--- src/rtl/blackjack_dealer.sv ---
// Blackjack table controller: deals cards from an external source, tracks both hands,
// serves the player decision interface and draws the dealer hand until it reaches 17.
module blackjack_dealer (
  input  logic       clk,
  input  logic       rst_n,
  input  logic       start,
  input  logic       hit,
  input  logic       hold,
  output logic       card_req,
  input  logic       card_valid,
  input  logic [3:0] card,
  output logic [4:0] p_high,
  output logic [4:0] p_low,
  output logic [4:0] d_high,
  output logic       player_turn,
  output logic       done,
  output logic [1:0] result
);

  typedef enum logic [3:0] {
    StIdle, StDealP1, StDealD1, StDealP2, StDealD2, StPlayer,
    StPDraw, StDealer, StDDraw, StResolve, StDone
  } state_e;

  localparam logic [1:0] ResNone = 2'b00;
  localparam logic [1:0] ResWin  = 2'b01;
  localparam logic [1:0] ResLose = 2'b10;
  localparam logic [1:0] ResPush = 2'b11;

  state_e     state_q, state_d;
  logic [4:0] p_low_q, p_low_d, d_low_q, d_low_d;
  logic       p_ace_q, p_ace_d, d_ace_q, d_ace_d;
  logic [3:0] d_up_q, d_up_d;
  logic [1:0] result_q, result_d;

  logic       card_ok, accept, is_ace, p_take, d_take, show_full;
  logic [3:0] card_val;
  logic [4:0] d_high_full, p_eff, d_eff;

  function automatic logic [4:0] sat_add(input logic [4:0] a, input logic [3:0] b);
    logic [5:0] s;
    s = {1'b0, a} + {2'b00, b};
    return (s > 6'd31) ? 5'd31 : s[4:0];
  endfunction

  function automatic logic [4:0] high_of(input logic [4:0] low, input logic ace);
    return ace ? sat_add(low, 4'd10) : low;
  endfunction

  function automatic logic [4:0] eff_of(input logic [4:0] high, input logic [4:0] low);
    return (high <= 5'd21) ? high : low;
  endfunction

  assign card_ok     = card_valid && (card != 4'd0) && (card <= 4'd13);
  assign is_ace      = (card == 4'd1);
  assign card_val    = (card > 4'd10) ? 4'd10 : card;
  assign accept      = card_req && card_ok;
  assign p_high      = high_of(p_low_q, p_ace_q);
  assign p_low       = p_low_q;
  assign d_high_full = high_of(d_low_q, d_ace_q);
  assign p_eff       = eff_of(p_high, p_low_q);
  assign d_eff       = eff_of(d_high_full, d_low_q);
  assign result      = result_q;

  always_comb begin
    card_req    = 1'b0;
    player_turn = 1'b0;
    done        = 1'b0;
    show_full   = 1'b0;
    case (state_q)
      StDealP1, StDealD1, StDealP2, StDealD2, StPDraw: card_req = 1'b1;
      StDDraw: begin
        card_req  = 1'b1;
        show_full = 1'b1;
      end
      StPlayer:           player_turn = 1'b1;
      StDealer, StResolve: show_full  = 1'b1;
      StDone: begin
        done      = 1'b1;
        show_full = 1'b1;
      end
      default: ;
    endcase
    // Until the player stands only the upcard is exposed.
    d_high = show_full ? d_high_full : {1'b0, d_up_q};
  end

  always_comb begin
    state_d  = state_q;
    p_low_d  = p_low_q;
    p_ace_d  = p_ace_q;
    d_low_d  = d_low_q;
    d_ace_d  = d_ace_q;
    d_up_d   = d_up_q;
    result_d = result_q;
    p_take   = 1'b0;
    d_take   = 1'b0;
    case (state_q)
      StIdle, StDone: begin
        if (start) begin
          state_d  = StDealP1;
          p_low_d  = '0;
          p_ace_d  = 1'b0;
          d_low_d  = '0;
          d_ace_d  = 1'b0;
          d_up_d   = '0;
          result_d = ResNone;
        end
      end
      StDealP1: if (accept) begin
        p_take  = 1'b1;
        state_d = StDealD1;
      end
      StDealD1: if (accept) begin
        d_take  = 1'b1;
        d_up_d  = is_ace ? 4'd11 : card_val;
        state_d = StDealP2;
      end
      StDealP2: if (accept) begin
        p_take  = 1'b1;
        state_d = StDealD2;
      end
      StDealD2: if (accept) begin
        d_take  = 1'b1;
        state_d = StPlayer;
      end
      StPlayer: begin
        if (p_low_q > 5'd21)  state_d = StResolve;
        else if (hold)        state_d = StDealer;
        else if (hit)         state_d = StPDraw;
      end
      StPDraw: if (accept) begin
        p_take  = 1'b1;
        state_d = StPlayer;
      end
      StDealer: state_d = (d_eff >= 5'd17) ? StResolve : StDDraw;
      StDDraw: if (accept) begin
        d_take  = 1'b1;
        state_d = StDealer;
      end
      StResolve: begin
        if (p_low_q > 5'd21)   result_d = ResLose;
        else if (d_eff > 5'd21) result_d = ResWin;
        else if (p_eff > d_eff) result_d = ResWin;
        else if (p_eff == d_eff) result_d = ResPush;
        else                    result_d = ResLose;
        state_d = StDone;
      end
      default: state_d = StIdle;
    endcase
    if (p_take) begin
      p_low_d = sat_add(p_low_q, card_val);
      p_ace_d = p_ace_q | is_ace;
    end
    if (d_take) begin
      d_low_d = sat_add(d_low_q, card_val);
      d_ace_d = d_ace_q | is_ace;
    end
  end

  always_ff @(posedge clk or negedge rst_n) begin
    if (!rst_n) begin
      state_q  <= StIdle;
      p_low_q  <= '0;
      p_ace_q  <= 1'b0;
      d_low_q  <= '0;
      d_ace_q  <= 1'b0;
      d_up_q   <= '0;
      result_q <= ResNone;
    end else begin
      state_q  <= state_d;
      p_low_q  <= p_low_d;
      p_ace_q  <= p_ace_d;
      d_low_q  <= d_low_d;
      d_ace_q  <= d_ace_d;
      d_up_q   <= d_up_d;
      result_q <= result_d;
    end
  end

endmodule

--- config.mk ---
export PLATFORM = sky130hd
export DESIGN_NAME = blackjack_dealer
export DESIGN_NICKNAME = d
export VERILOG_FILES = /design/src/rtl/blackjack_dealer.sv
export SDC_FILE = /design/constraint.sdc
export NUM_CORES = 1
export LEC_CHECK = 0
export CORE_MARGIN = 2
export CORE_UTILIZATION = 40
export DETAILED_ROUTE_END_ITERATION = 8
export GPL_TIMING_DRIVEN = 1
export MAX_ROUTING_LAYER = met4
export SLEW_MARGIN = 20
export SYNTH_ARGS = -nofsm -noshare
export SYNTH_HDL_FRONTEND = slang
export SYNTH_SLANG_ARGS = --single-unit
export TNS_END_PERCENT = 100
--- constraint.sdc ---
create_clock -name clk -period 4.4 [get_ports clk]
set_clock_uncertainty 0.2 [all_clocks]
set_input_delay 0.88 -clock clk [delete_from_list [all_inputs] [get_ports clk]]
set_output_delay 0.88 -clock clk [all_outputs]
set_load 0.05 [all_outputs]
Word-level counts from Yosys, hierarchy flattened
Cells that the tools add are included.
{ "word_totals": {"reg_bits": 22, "output_inout_bits": 20, "inputBits": 10} }
{ "classes": {"bitwise_logic": 2, "n_lt_le_gt_ge": 12, "add_sub_neg": 4, "reduce_logical": 22, "n_mux": 46, "n_eq_ne": 19} }
{ "op_table": {"columns": ["op", "count"], "rows": [
  ["$mux 5", 13],
  ["$mux 4", 13],
  ["$pmux 4 s9", 1],
  ["$gt 6x5->1 const B", 4],
  ["$eq 4x3->1 const B", 4],
  ["$mux 1", 13],
  ["$add 5x4->6", 2],
  ["$add 5x4->6 const B", 2],
  ["$eq 4x4->1 const B", 3],
  ["$reduce_bool 2->1", 6],
  ["$gt 5x5->1 const B", 2],
  ["$le 5x5->1 const B", 2],
  ["$ne 2x2->1 const B", 5],
  ["$eq 4x1->1 const B", 2],
  ["$eq 4x2->1 const B", 2],
  ["$mux 2", 4],
  ["$pmux 4 s2", 1],
  ["$reduce_and 7->1", 1],
  ["$reduce_and 2->1", 3],
  ["$reduce_or 3->1", 2],
  ["$reduce_or 6->1", 1],
  ["$eq 5x5->1", 1],
  ["$ge 5x5->1 const B", 1],
  ["$gt 5x5->1", 1],
  ["12 further kinds", 16]
]} }

Longest topological paths before layout
Gate-level depths: netlist (run 1).
{ "logic_depth": {"word_depth": 12, "mapped_depth": 13, "ltp_nobuf": 13} }

Worst setup path after synthesis (run 1)
No wires, ideal clock.
{ "synth_path": {"kind": "flip-flop to flip-flop", "from": "register p_low_q[2] (netlist: p_low[2])", "to": "register result_q[1] (netlist: result[1])", "setup_time_ns": 0.084, "arrival_ns": 3.556, "path_stages_with_launch": 13, "slack_ns": 0.560, "cell_sequence": "dfrtp_1 ha_1 o21ai_0 a31oi_1 nand2_1 o21ai_0 o21a_1 ha_1 a21o_1 a21oi_1 nand2_1 a31o_2 a21boi_0"} }
{ "synth_between": {"elab_chain_cells": 11} }
{ "synth_rtl": {"columns": ["element", "line", "rtl"], "rows": [
  ["from (decl)", "31", "logic [4:0] p_low_q, p_low_d, d_low_q, d_low_d;"],
  ["from (signal assigned)", "172", "p_low_q <= p_low_d;"],
  ["$add 5x4->6", "42", "s = {1'b0, a} + {2'b00, b};"],
  ["$gt 6x5->1", "43", "return (s > 6'd31) ? 5'd31 : s[4:0];"],
  ["$mux 5", "43", null],
  ["$mux 5 *", "47", "return ace ? sat_add(low, 4'd10) : low;"],
  ["net p_high[2]", "12", "output logic [4:0] p_high,"],
  ["$le 5x5->1", "51", "return (high <= 5'd21) ? high : low;"],
  ["$mux 5 *", "51", null],
  ["$gt 5x5->1 *", "144", "else if (p_eff > d_eff) result_d = ResWin;"],
  ["$mux 2 *", "144", null],
  ["$mux 2 *", "143", "else if (d_eff > 5'd21) result_d = ResWin;"],
  ["$mux 2 *", "142", "if (p_low_q > 5'd21) result_d = ResLose;"],
  ["$pmux 2 s2 *", "98", "case (state_q)"],
  ["to (signal assigned)", "169", "result_q <= ResNone;"],
  ["to (signal assigned)", "177", "result_q <= result_d;"],
  ["to (decl)", "34", "logic [1:0] result_q, result_d;"]
]} }
The timed path passes the listed nets; every way through them passes the cells marked *.
A chain may end at the register's enable or synchronous reset.

Final worst setup path (run 1)
{ "layout_path": {"from": "register d_low_q[1]", "to": "output port d_high[3]"} }
{ "layout_between": {"elab_chain_cells": 5} }
{ "layout_rtl": {"columns": ["element", "line", "rtl"], "rows": [
  ["from (decl)", "31", null],
  ["from (signal assigned)", "174", "d_low_q <= d_low_d;"],
  ["$add 5x4->6 *", "42", null],
  ["$gt 6x5->1", "43", null],
  ["$mux 5 *", "43", null],
  ["$mux 5 *", "47", null],
  ["$mux 5 *", "85", "d_high = show_full ? d_high_full : {1'b0, d_up_q};"],
  ["to (decl)", "14", "output logic [4:0] d_high,"]
]} }
Mark *: on every way between the ends. The rest lies on a longest branch, timed or not.

==> metrics.md, run 1 <==
| Metric | Value |
|---|---|
| CP max FO | 12 |
| CTS tree | built |
| Via-to-Cell Ratio | 5.68 |
| Post-synthesis compound-gate area fraction | 0.289 |
| # setup viols final | 0 |
| Htree depth | 1 |
| Xor and xnor area share after synthesis | 0.0289 |
| Core Util, Final | 0.472 |
| Sequential share of the synthesized area | 0.227 |
| CP bufs+invs | 1 |
| DRC Markers | 0 |
| # clock sinks | 22 |
| Synth cell types | 64 |
| Synth Register Bits | 22 |
| Syn-to-layout area delta | 14.4% |
| Detailed-placement wirelength estimate | 4.75 mm |
| Post-synthesis mux area share | 0.0593 |
| Syn Nets | 328 |
| FP Rows | 28 |
| Crit path DAT | approximately 2.7 ns |
| Cells after Synth | 300 |
| CP cell instances | ha_1 -> nand2b_1 -> o21ai_0 -> o21ai_0 -> mux2_2 -> clkdlybuf4s50_1 |
| Status | complete, no violations |
| Synth warn | 0 |
| Layout cells sized above 1 | 0.0949 |
| Chip height | roughly 82 µm |
| Fin. Hold Viols | 0 |
| Clock Latency Late Sink | between 0.2 and 0.3 ns |
| Initial Util | 0.412 |
| First-pass DRT Iterations | 4 |
| Max-slew violations | 0 |
| Routed via count | ~2200 |
| Nets | 346 |
| RSZ-0062 raised after global routing | no |
| GR peak layer | met2 |
| Post-cts resize count | 0 |
| Crit Path Class | reg -> out |
| First-pass GRT wire length | 10.0 mm |
| Die width | 81.9 µm |
| Slew headroom | 0.626 |
| # diodes | 0 |
| Reg-to-Reg Start | d_low_q[1] |
| DRT iter0 DRCs | 110 |
| Hold path endpoint | d_up_q[1] |
| Largest net degree at the start of global routing | 23 |
| Avg Inst Size Synth | between 8 and 9 µm² |
| Most area-consuming cells after synthesis | dfrtp_1 23%, ha_1 8.3%, a21oi_1 6.4% |
| Crit-path slowest cell | clkdlybuf4s50_1 |
| Die area | ~6700 µm² |
| CTS clk-pin slew, worst paths | 0.08 ns |
| Fraction of registers with async set/reset | 1.00 |
| Worst Tran Pin Value | between 0.5 and 0.6 ns |
| Met2 Resource Use GR | 0.298 |
| Reg2Reg Depth | 11 |
| Maximum Capacitance Violations | 0 |
| Total overflow reported by the global router | 0 |
| Detailed-route wire length | 6.09 mm |
| Setup TNS Final | 0 ns |
| GRT Overall Usage | 0.200 |
| Reg2reg end | result[1] |
| Post-synth EDFFs | 0 |
| Hold Path Class | reg -> reg |
| Hold-fix buffers, CTS | 0 |
| I/O pin count | 30 |
| CP top delay family | buffers and inverters |
| Power per cell area | 847 nW/µm² |
| Reg2reg setup slack | 1.17 ns |
| Vias in the first global route | 2023 |
| Routability cong. | 0.896 |
| Total core area | 5890 µm² |
| Ys flop type | dfrtp_1 |
| Simple-gate share of the synthesized area | 0.229 |
| Hold depth | 1 |
| WHS | 0.316 ns |
| GRT met1 Usage | 0.294 |
| CTS Root Cell | clkbuf_8 |
| Crit-path max cell delay | roughly 0.70 ns |
| Synthesized area | roughly 2400 µm² |
| Fmax | between 200 and 300 MHz |
| Worst VDD drop | 0.406 mV |
| Clk buf depth | 2 |
| CTS buffer count | 3 |
| Worst path most repeated cell | o21ai_0 |
| I/O Buffers | 29 |
| Wire length per cell | 15.6 µm |
| Worst path required time | 3.32 ns |
| Leak | approximately 1.2 nW |
| Nature of the critical path endpoint | output port |
| Synth Area in Adders | 0.0991 |
| Post-Layout Inst Area | between 2000 and 3000 µm² |
| Met3 Track Usage GR | 0.0198 |
| Post-synth top area cell | dfrtp_1 |
| Post-CTS setup buffer count | 0 |
| Initial antenna violation count | 0 |
| Placement Cell Area | 2740 µm² |
| Crit start category | register |
| Fraction of the cycle the final worst path needs | 0.857 |
| Top cell type's share of synthesized area | 0.227 |
| Remaining antenna violation count | 0 |
| Hold_sp | d_up_q[1] |
| Largest family of logic cells by synthesized area | compound AO/OA/AOI/OAI gates |
| Final Critical Period | 3.77 ns |
-- cells in the mapped netlist (all sizes together) (3+ instances only) --
cell type and number:
a31oi 9, ha 16, nand2b 7, nor2 28
buf 15, nor2b 6, or2 3, and3 6
a21o 7, o22ai 3, a211oi 3, a21oi 32
o21a 4, nand3 5, and2 6, nor3 4
a311oi 5, nor3b 3, mux2i 5, o21ai 20
dfrtp 22, xnor2 6, inv 15, mux2 7
clkbuf 6, nand2 21
-- registers in the layout, summed over array words and instances (netlist names) --
register and cells:
d_ace_q 1, d_low_q 5, d_up_q 4, p_ace_q 1, p_low 5, result 2, state_q 4
-- per-layer routing --
layer  part of all wire  wire length [µm]
met4             0.0097                59
met1               0.51              3130
met2               0.44              2690
met5                  0                 0
met3              0.036               217
-- per-stage QoR --
stage          std cells  worst slack (ns)  power, mW
5_1_grt              391             0.443       2.57
6_report             391             0.628       2.35
4_1_cts              391             0.650       2.36
3_5_place_dp         388             0.768       2.22
3_3_place_gp         388             0.803       2.22
2_1_floorplan        300             0.560       1.79
-- power by group --
part	internal [mW]	leakage [nW]	switching, mW
sequential	0.283	0.286	0.162
combinational	0.708	0.856	1.07
clock	0.0611	0.0216	0.0643
total	1.05	1.16	1.30
-- worst max-delay path by stage --
stage,end,cells past startpoint,start
4_1_cts,d_high[3],6,d_low_q[1]
3_5_place_dp,d_low_q[0],9,card[3]
2_1_floorplan,result[1],12,p_low[2]
5_1_grt,d_high[3],6,d_low_q[1]
6_report,d_high[3],6,d_low_q[1]
3_3_place_gp,d_low_q[0],9,card[3]
-- logic make-up (layout without fill, tap and decap cells) --
family,count (synthesis),after routing
buffers and inverters,36,52
multiplexers,12,12
flip-flops,22,22
adder cells (fa/ha/maj),18,18
AND/OR/NAND/NOR,101,101
AO/OA/AOI/OAI,103,103
XOR/XNOR,8,8
-- final cells by class --
| class | instances | area, µm² |
|---|---|---|
| Tap cell | 75 | 93.8 |
| Clock buffer | 3 | 41.3 |
| Inverter | 15 | 56.3 |
| Timing Repair Buffer | 34 | 323 |
| Fill cell | 600 | 3110 |
| Multi-Input combinational cell | 242 | 1710 |
| Sequential cell | 22 | 551 |
-- cells in the final DEF (no fill, tap or decap), types with 3 or more instances in the layout --
cell             instances
buf_4                    5
dfrtp_1                 22
and2_1                   6
mux2_2                   3
a21o_1                   7
a21oi_1                 31
or2_2                    3
nand2b_1                 7
clkbuf_8                 3
mux2i_1                  5
nor2_1                  28
and3_1                   6
xnor2_1                  6
a311oi_1                 5
a31oi_1                  9
ha_1                    16
o21a_1                   4
nand3_1                  4
mux2_4                   4
o21ai_0                 19
nand2_1                 21
clkdlybuf4s50_1         28
inv_1                   15
nor2b_1                  5
o22ai_1                  3
nor3_1                   4
(Power assumes the default switching activity.)
==> run 2: changes to the inputs <==
GPL_TIMING_DRIVEN = default   (was 1)
==> results of run 2 <==
Same layout as run 1: the final DEF is identical, and so are final timing and power.
==> run 3: changes to the inputs <==
SLEW_MARGIN = 30   (was 20)
==> results of run 3 <==
Same layout as run 1: the final DEF is identical, and so are final timing and power.
Main changes from that run: cell area after placement 2740 µm² -> 2730 µm²; via count of the first global-routing pass 2023 -> 2022
